<file path="src/rtl/sort_seq_ctrl.sv">
// In-place ascending unsigned bubble sort over the data-memory port.
// Define SORT_EARLY_EXIT_EN to finish as soon as a pass performs no swap.
module sort_seq_ctrl #(
  parameter int AW = 32,
  parameter int DW = 32
) (
  input  logic          clk,
  input  logic          rst,
  input  logic          start,
  input  logic [AW-1:0] base_addr,
  input  logic [31:0]   count,
  output logic          busy,
  output logic          done,
  output logic [31:0]   swap_count,
  output logic [AW-1:0] mem_addr,
  output logic [DW-1:0] mem_wdata,
  input  logic [DW-1:0] mem_rdata,
  output logic          mem_read,
  output logic          mem_write
);

  typedef enum logic [2:0] {
    S_IDLE, S_RD_A, S_RD_B, S_CMP, S_WR_A, S_WR_B, S_NEXT, S_DONE
  } state_t;

  localparam logic [AW-1:0] ADDR_ONE = {{(AW-1){1'b0}}, 1'b1};

  state_t        state_q, state_d;
  logic [AW-1:0] base_q, base_d;
  logic [31:0]   i_q, i_d;
  logic [31:0]   j_q, j_d;
  logic [31:0]   swap_q, swap_d;
  logic [DW-1:0] a_q, a_d;
  logic [DW-1:0] b_q, b_d;
`ifdef SORT_EARLY_EXIT_EN
  logic          pass_swapped_q, pass_swapped_d;
`endif
  logic          busy_q, busy_d;
  logic          done_q, done_d;
  logic          rd_q, rd_d;
  logic          wr_q, wr_d;
  logic [AW-1:0] addr_q, addr_d;
  logic [DW-1:0] wdata_q, wdata_d;
  logic [AW-1:0] addr_j_s, addr_j1_s;

  // Next-state and datapath update for the sort sequencer
  always_comb begin
    state_d = state_q;
    base_d  = base_q;
    i_d     = i_q;
    j_d     = j_q;
    swap_d  = swap_q;
    a_d     = a_q;
    b_d     = b_q;
`ifdef SORT_EARLY_EXIT_EN
    pass_swapped_d = pass_swapped_q;
`endif
    case (state_q)
      S_IDLE: begin
        if (start) begin
          base_d = base_addr;
          swap_d = 32'd0;
          if (count >= 32'd2) begin
            i_d     = count - 32'd1;
            j_d     = 32'd0;
`ifdef SORT_EARLY_EXIT_EN
            pass_swapped_d = 1'b0;
`endif
            state_d = S_RD_A;
          end else begin
            state_d = S_DONE;
          end
        end else begin
          state_d = S_IDLE;
        end
      end
      S_RD_A: begin
        a_d     = mem_rdata;
        state_d = S_RD_B;
      end
      S_RD_B: begin
        b_d     = mem_rdata;
        state_d = S_CMP;
      end
      S_CMP: begin
        if (a_q > b_q) begin
          state_d = S_WR_A;
        end else begin
          state_d = S_NEXT;
        end
      end
      S_WR_A: state_d = S_WR_B;
      S_WR_B: begin
        swap_d  = swap_q + 32'd1;
`ifdef SORT_EARLY_EXIT_EN
        pass_swapped_d = 1'b1;
`endif
        state_d = S_NEXT;
      end
      S_NEXT: begin
        if (j_q < i_q - 32'd1) begin
          j_d     = j_q + 32'd1;
          state_d = S_RD_A;
        end else if (i_q == 32'd1) begin
          state_d = S_DONE;
`ifdef SORT_EARLY_EXIT_EN
        end else if (!pass_swapped_q) begin
          state_d = S_DONE;
`endif
        end else begin
          i_d     = i_q - 32'd1;
          j_d     = 32'd0;
`ifdef SORT_EARLY_EXIT_EN
          pass_swapped_d = 1'b0;
`endif
          state_d = S_RD_A;
        end
      end
      S_DONE:  state_d = S_IDLE;
      default: state_d = S_IDLE;
    endcase
  end

  // Outputs are decoded from the upcoming state so they can be registered
  always_comb begin
    addr_j_s  = base_d + AW'(j_d);
    addr_j1_s = addr_j_s + ADDR_ONE;
    busy_d    = (state_d != S_IDLE);
    done_d    = (state_d == S_DONE);
    rd_d      = 1'b0;
    wr_d      = 1'b0;
    addr_d    = {AW{1'b0}};
    wdata_d   = {DW{1'b0}};
    case (state_d)
      S_RD_A: begin
        rd_d   = 1'b1;
        addr_d = addr_j_s;
      end
      S_RD_B: begin
        rd_d   = 1'b1;
        addr_d = addr_j1_s;
      end
      S_WR_A: begin
        wr_d    = 1'b1;
        addr_d  = addr_j_s;
        wdata_d = b_d;
      end
      S_WR_B: begin
        wr_d    = 1'b1;
        addr_d  = addr_j1_s;
        wdata_d = a_d;
      end
      default: begin
        rd_d = 1'b0;
      end
    endcase
  end

  // State and output registers with synchronous reset
  always_ff @(posedge clk) begin
    if (rst) begin
      state_q <= S_IDLE;
      base_q  <= {AW{1'b0}};
      i_q     <= 32'd0;
      j_q     <= 32'd0;
      swap_q  <= 32'd0;
      a_q     <= {DW{1'b0}};
      b_q     <= {DW{1'b0}};
`ifdef SORT_EARLY_EXIT_EN
      pass_swapped_q <= 1'b0;
`endif
      busy_q  <= 1'b0;
      done_q  <= 1'b0;
      rd_q    <= 1'b0;
      wr_q    <= 1'b0;
      addr_q  <= {AW{1'b0}};
      wdata_q <= {DW{1'b0}};
    end else begin
      state_q <= state_d;
      base_q  <= base_d;
      i_q     <= i_d;
      j_q     <= j_d;
      swap_q  <= swap_d;
      a_q     <= a_d;
      b_q     <= b_d;
`ifdef SORT_EARLY_EXIT_EN
      pass_swapped_q <= pass_swapped_d;
`endif
      busy_q  <= busy_d;
      done_q  <= done_d;
      rd_q    <= rd_d;
      wr_q    <= wr_d;
      addr_q  <= addr_d;
      wdata_q <= wdata_d;
    end
  end

  assign busy       = busy_q;
  assign done       = done_q;
  assign swap_count = swap_q;
  assign mem_addr   = addr_q;
  assign mem_wdata  = wdata_q;
  assign mem_read   = rd_q;
  assign mem_write  = wr_q;

endmodule

</file>
<file path="config.mk">
export PLATFORM = sky130hd
export DESIGN_NAME = sort_seq_ctrl
export DESIGN_NICKNAME = d
export VERILOG_FILES = /design/src/rtl/sort_seq_ctrl.sv
export SDC_FILE = /design/constraint.sdc
export NUM_CORES = 1
export LEC_CHECK = 0
export BUFFER_PORTS_ARGS = -buffer_cell sky130_fd_sc_hd__buf_2
export CORE_MARGIN = 2
export CORE_UTILIZATION = 64
export CTS_CLUSTER_SIZE = 28
export DETAILED_ROUTE_END_ITERATION = 10
export PLACE_DENSITY = 0.84
export SLEW_MARGIN = 20
export SYNTH_ARGS = -nofsm -noshare
export SYNTH_HDL_FRONTEND = slang
export SYNTH_SLANG_ARGS = --single-unit
</file>
<file path="constraint.sdc">
create_clock -name clk -period 18.6 [get_ports clk]
set_clock_uncertainty 0.1 [all_clocks]
set_input_delay 0.93 -clock clk [delete_from_list [all_inputs] [get_ports clk]]
set_output_delay 0.93 -clock clk [all_outputs]
set_load 0.005 [all_outputs]
</file>
==> results_dict.tcl <==
set metrics [dict create \
    yosysSeqAreaShare 0.3266 \
    whs_ps 363.0 \
    coreArea_mm2 0.02496 \
    cts_htree_levels 1 \
    max_slew.worst_pin.slew_ps 1050 \
    cts.path.max_buffers 3 \
    routed_wl_um 42950 \
    grt_util_all_layers 0.3090 \
    maxCapViolations 0 \
    path_depth 28 \
    synth_top_family_by_area "simple AND/OR/NAND/NOR gates" \
    wl_per_cell_um 16.54 \
    drtIter0Drc 1255 \
    cts_hold_buf 0 \
    finalCritPeriodShare 0.4947 \
    finalWorstSetupSlack_ps 9399 \
    syn_avg_cell_area_um2 7.614 \
    synth_edf_count 0 \
    first_pass_iters 6 \
    yosysTopAreaCell "dfxtp_1" \
    max_slew_margin 0.2900 \
    ys_warn_count 0 \
    synthCells 2117 \
    drive_gt1_frac 0.1350 \
    synth_fa_ha_area_frac 0.07964 \
    syn_area_mm2 0.01612 \
    grt_max_degree 150 \
    critPathKind "register to register" \
    syn2layout_area_growth_pct 12.42 \
    critical-path-top-delay-family "simple AND/OR/NAND/NOR gates" \
    endpoint "mem_addr[29]" \
    ios 199 \
    yosysTopAreaCellShare 0.3266 \
    postCtsSetupBuffers 0 \
    clk_pin_slew_ps 70 \
    worstPathMaxFanout 22 \
    num_rows 58 \
    synth_xor_area_frac 0.05628 \
    p_leak_nw 7.567 \
    rsz0062_at_grt "false" \
    reg2regPathDepth 28 \
    cts_tree "done" \
    cp-start-kind "register" \
    cp.buffers_inverters 0 \
    synthTopCellsByArea "dfxtp_1 (33%), nand2_1 (8.9%), ha_1 (7.8%)" \
    slew_violations 0 \
    synth_mux_area_frac 0.02849 \
    ir_drop_uv 82.05 \
    crit_top_cell "nand2_1" \
    antenna_found_initial 1 \
    dp_hpwl_um 30270 \
    max_freq_mhz 108.7 \
    grt_pass1_vias 14620 \
    gr-total-overflow 0 \
    cp_slowest_cell "nor4_1" \
    start_util 0.6457 \
    grt_pass1_wl_um 68480 \
    reg2reg_to "mem_addr[29]" \
    fin_nets 2448 \
    dieHeight_um 162.7 \
    cp_data_arrival_time_ps 9490 \
    cts-resized-gates 0 \
    ys_seq_elements 263 \
    vias 15860 \
    synth_compound_area_frac 0.1930 \
    cp.required_ps 18890 \
    cp-end-kind "register" \
    antenna_left 0 \
    critPathMaxStageDelay_ps 620 \
    cts.sinks 263 \
    synthFlopType "dfxtp_1" \
    startpoint "i_q[4]" \
    synthArstFlopShare 0 \
    gp_congestion 0.8934 \
    hp-class "register to register" \
    rrSetupSlack_ps 9400 \
    drt-vias-per-instance 6.106 \
    pre_cts_ws_ps 9487 \
    cts_root_buffer "clkbuf_16" \
    die_w_um 162.7 \
    synth.distinct_cells 84 \
    port_buffers 198 \
    crit-reg2reg-launch "i_q[4]" \
    hold_viol_final 0 \
    drc 0 \
    finalSetupViolations 0 \
    syn-num-nets 2318 \
    status "finished clean" \
    powerDensity_mw_per_mm2 83.07 \
    insertion_delay_ps 550 \
    cts_buffers 27 \
    design.die.area_mm2 0.02647 \
    post-route-min-period_ps 9201 \
    fin_setup_tns_ps 0 \
    synth-simple-area-share 0.2771 \
]
-- state kept, by name, indices dropped and copies added, names as in the netlist, 3 cells and up --
name        cells
a_q            32
swap_count     32
i_q            32
base_q         32
state_q         3
mem_addr       32
b_q            32
mem_wdata      32
j_q            32
-- per-stage QoR --
stage               instances  instance area [um2]  power (W)  utilization
global route             2596                18120   0.001571       0.7258
CTS                      2596                18110   0.001505       0.7256
floorplan                2117                16120  0.0008727            -
detailed placement       2548                17220  0.0009690       0.6899
finish                   2597                18120   0.001505       0.7259
global placement         2548                17220  0.0009578       0.6899
-- worst reg2reg max path: cells and delay by family, from the launching register on --
kind / cells / cell delay, ps
flip-flops: 1 / 360
adder cells (fa/ha/maj): 2 / 750
AND/OR/NAND/NOR: 18 / 5990
AO/OA/AOI/OAI: 5 / 1100
multiplexers: 1 / 410
XOR/XNOR: 2 / 340
-- final cells by class --
| type | instances | area, um2 |
|---|---|---|
| multi-input combinational | 1691 | 10250 |
| fill | 2040 | 6843 |
| sequential | 263 | 5265 |
| timing repair buffer | 211 | 1097 |
| clock buffer | 41 | 828.3 |
| tap | 330 | 412.9 |
| inverter | 53 | 198.9 |
| clock inverter | 7 | 63.81 |
| antenna | 1 | 2.502 |
-- cells in the final DEF (no fill, tap or decap), types with 25 or more instances in the layout --
cell,n
a21o_1,32
a21oi_1,208
a22oi_1,26
and3_1,26
buf_2,197
clkbuf_16,27
dfxtp_1,263
ha_1,101
inv_1,53
mux2i_1,38
nand2_1,382
nand3_1,74
nand4_1,29
nor2_1,199
nor2b_1,39
nor3_1,47
nor4_1,25
o211ai_1,29
o21ai_0,85
xnor2_1,53
xor2_1,48
-- metal layers --
layer	up-vias	routed length, um	GRT usage
li1	7745	-	-
met1	7428	17590	0.3705
met2	561	21130	0.5570
met3	123	2833	0.04635
met4	0	1396	0.1163
met5	-	0	0
-- synth_stat cells, types with 32 or more instances --
cell type,number
a21oi_1,208
xor2_1,48
clkbuf_1,95
a21o_1,32
nand2_1,382
nor2b_1,40
ha_1,101
xnor2_1,53
nor3_1,47
o21ai_0,86
nand3_1,74
mux2i_1,38
dfxtp_1,263
nor2_1,201
inv_1,53
-- report_power, final --
| group | switching, W | internal [W] | leakage [nW] |
|---|---|---|---|
| logic | 0.000225 | 0.000127 | 4.98 |
| clock network | 0.000222 | 0.000319 | 0.447 |
| registers | 0.0000203 | 0.000593 | 2.14 |
-- logic make-up after synthesis --
group | after synthesis
AO/OA/AOI/OAI | 507
XOR/XNOR | 102
adder cells (fa/ha/maj) | 102
buffers and inverters | 163
flip-flops | 263
multiplexers | 45
AND/OR/NAND/NOR | 935
-- how the worst min path moves through the flow --
stage,startpoint,to,slack (ps),cells after the start
2_1_floorplan,base_q[0],base_q[0],340,2
3_3_place_gp,base_q[15],base_q[15],350,2
3_5_place_dp,base_q[22],base_q[22],360,2
4_1_cts,base_q[22],base_q[22],360,2
5_1_grt,base_q[1],base_q[1],380,2
6_report,base_q[22],base_q[22],360,2
No activity file was read; power rests on OpenSTA's default activity.
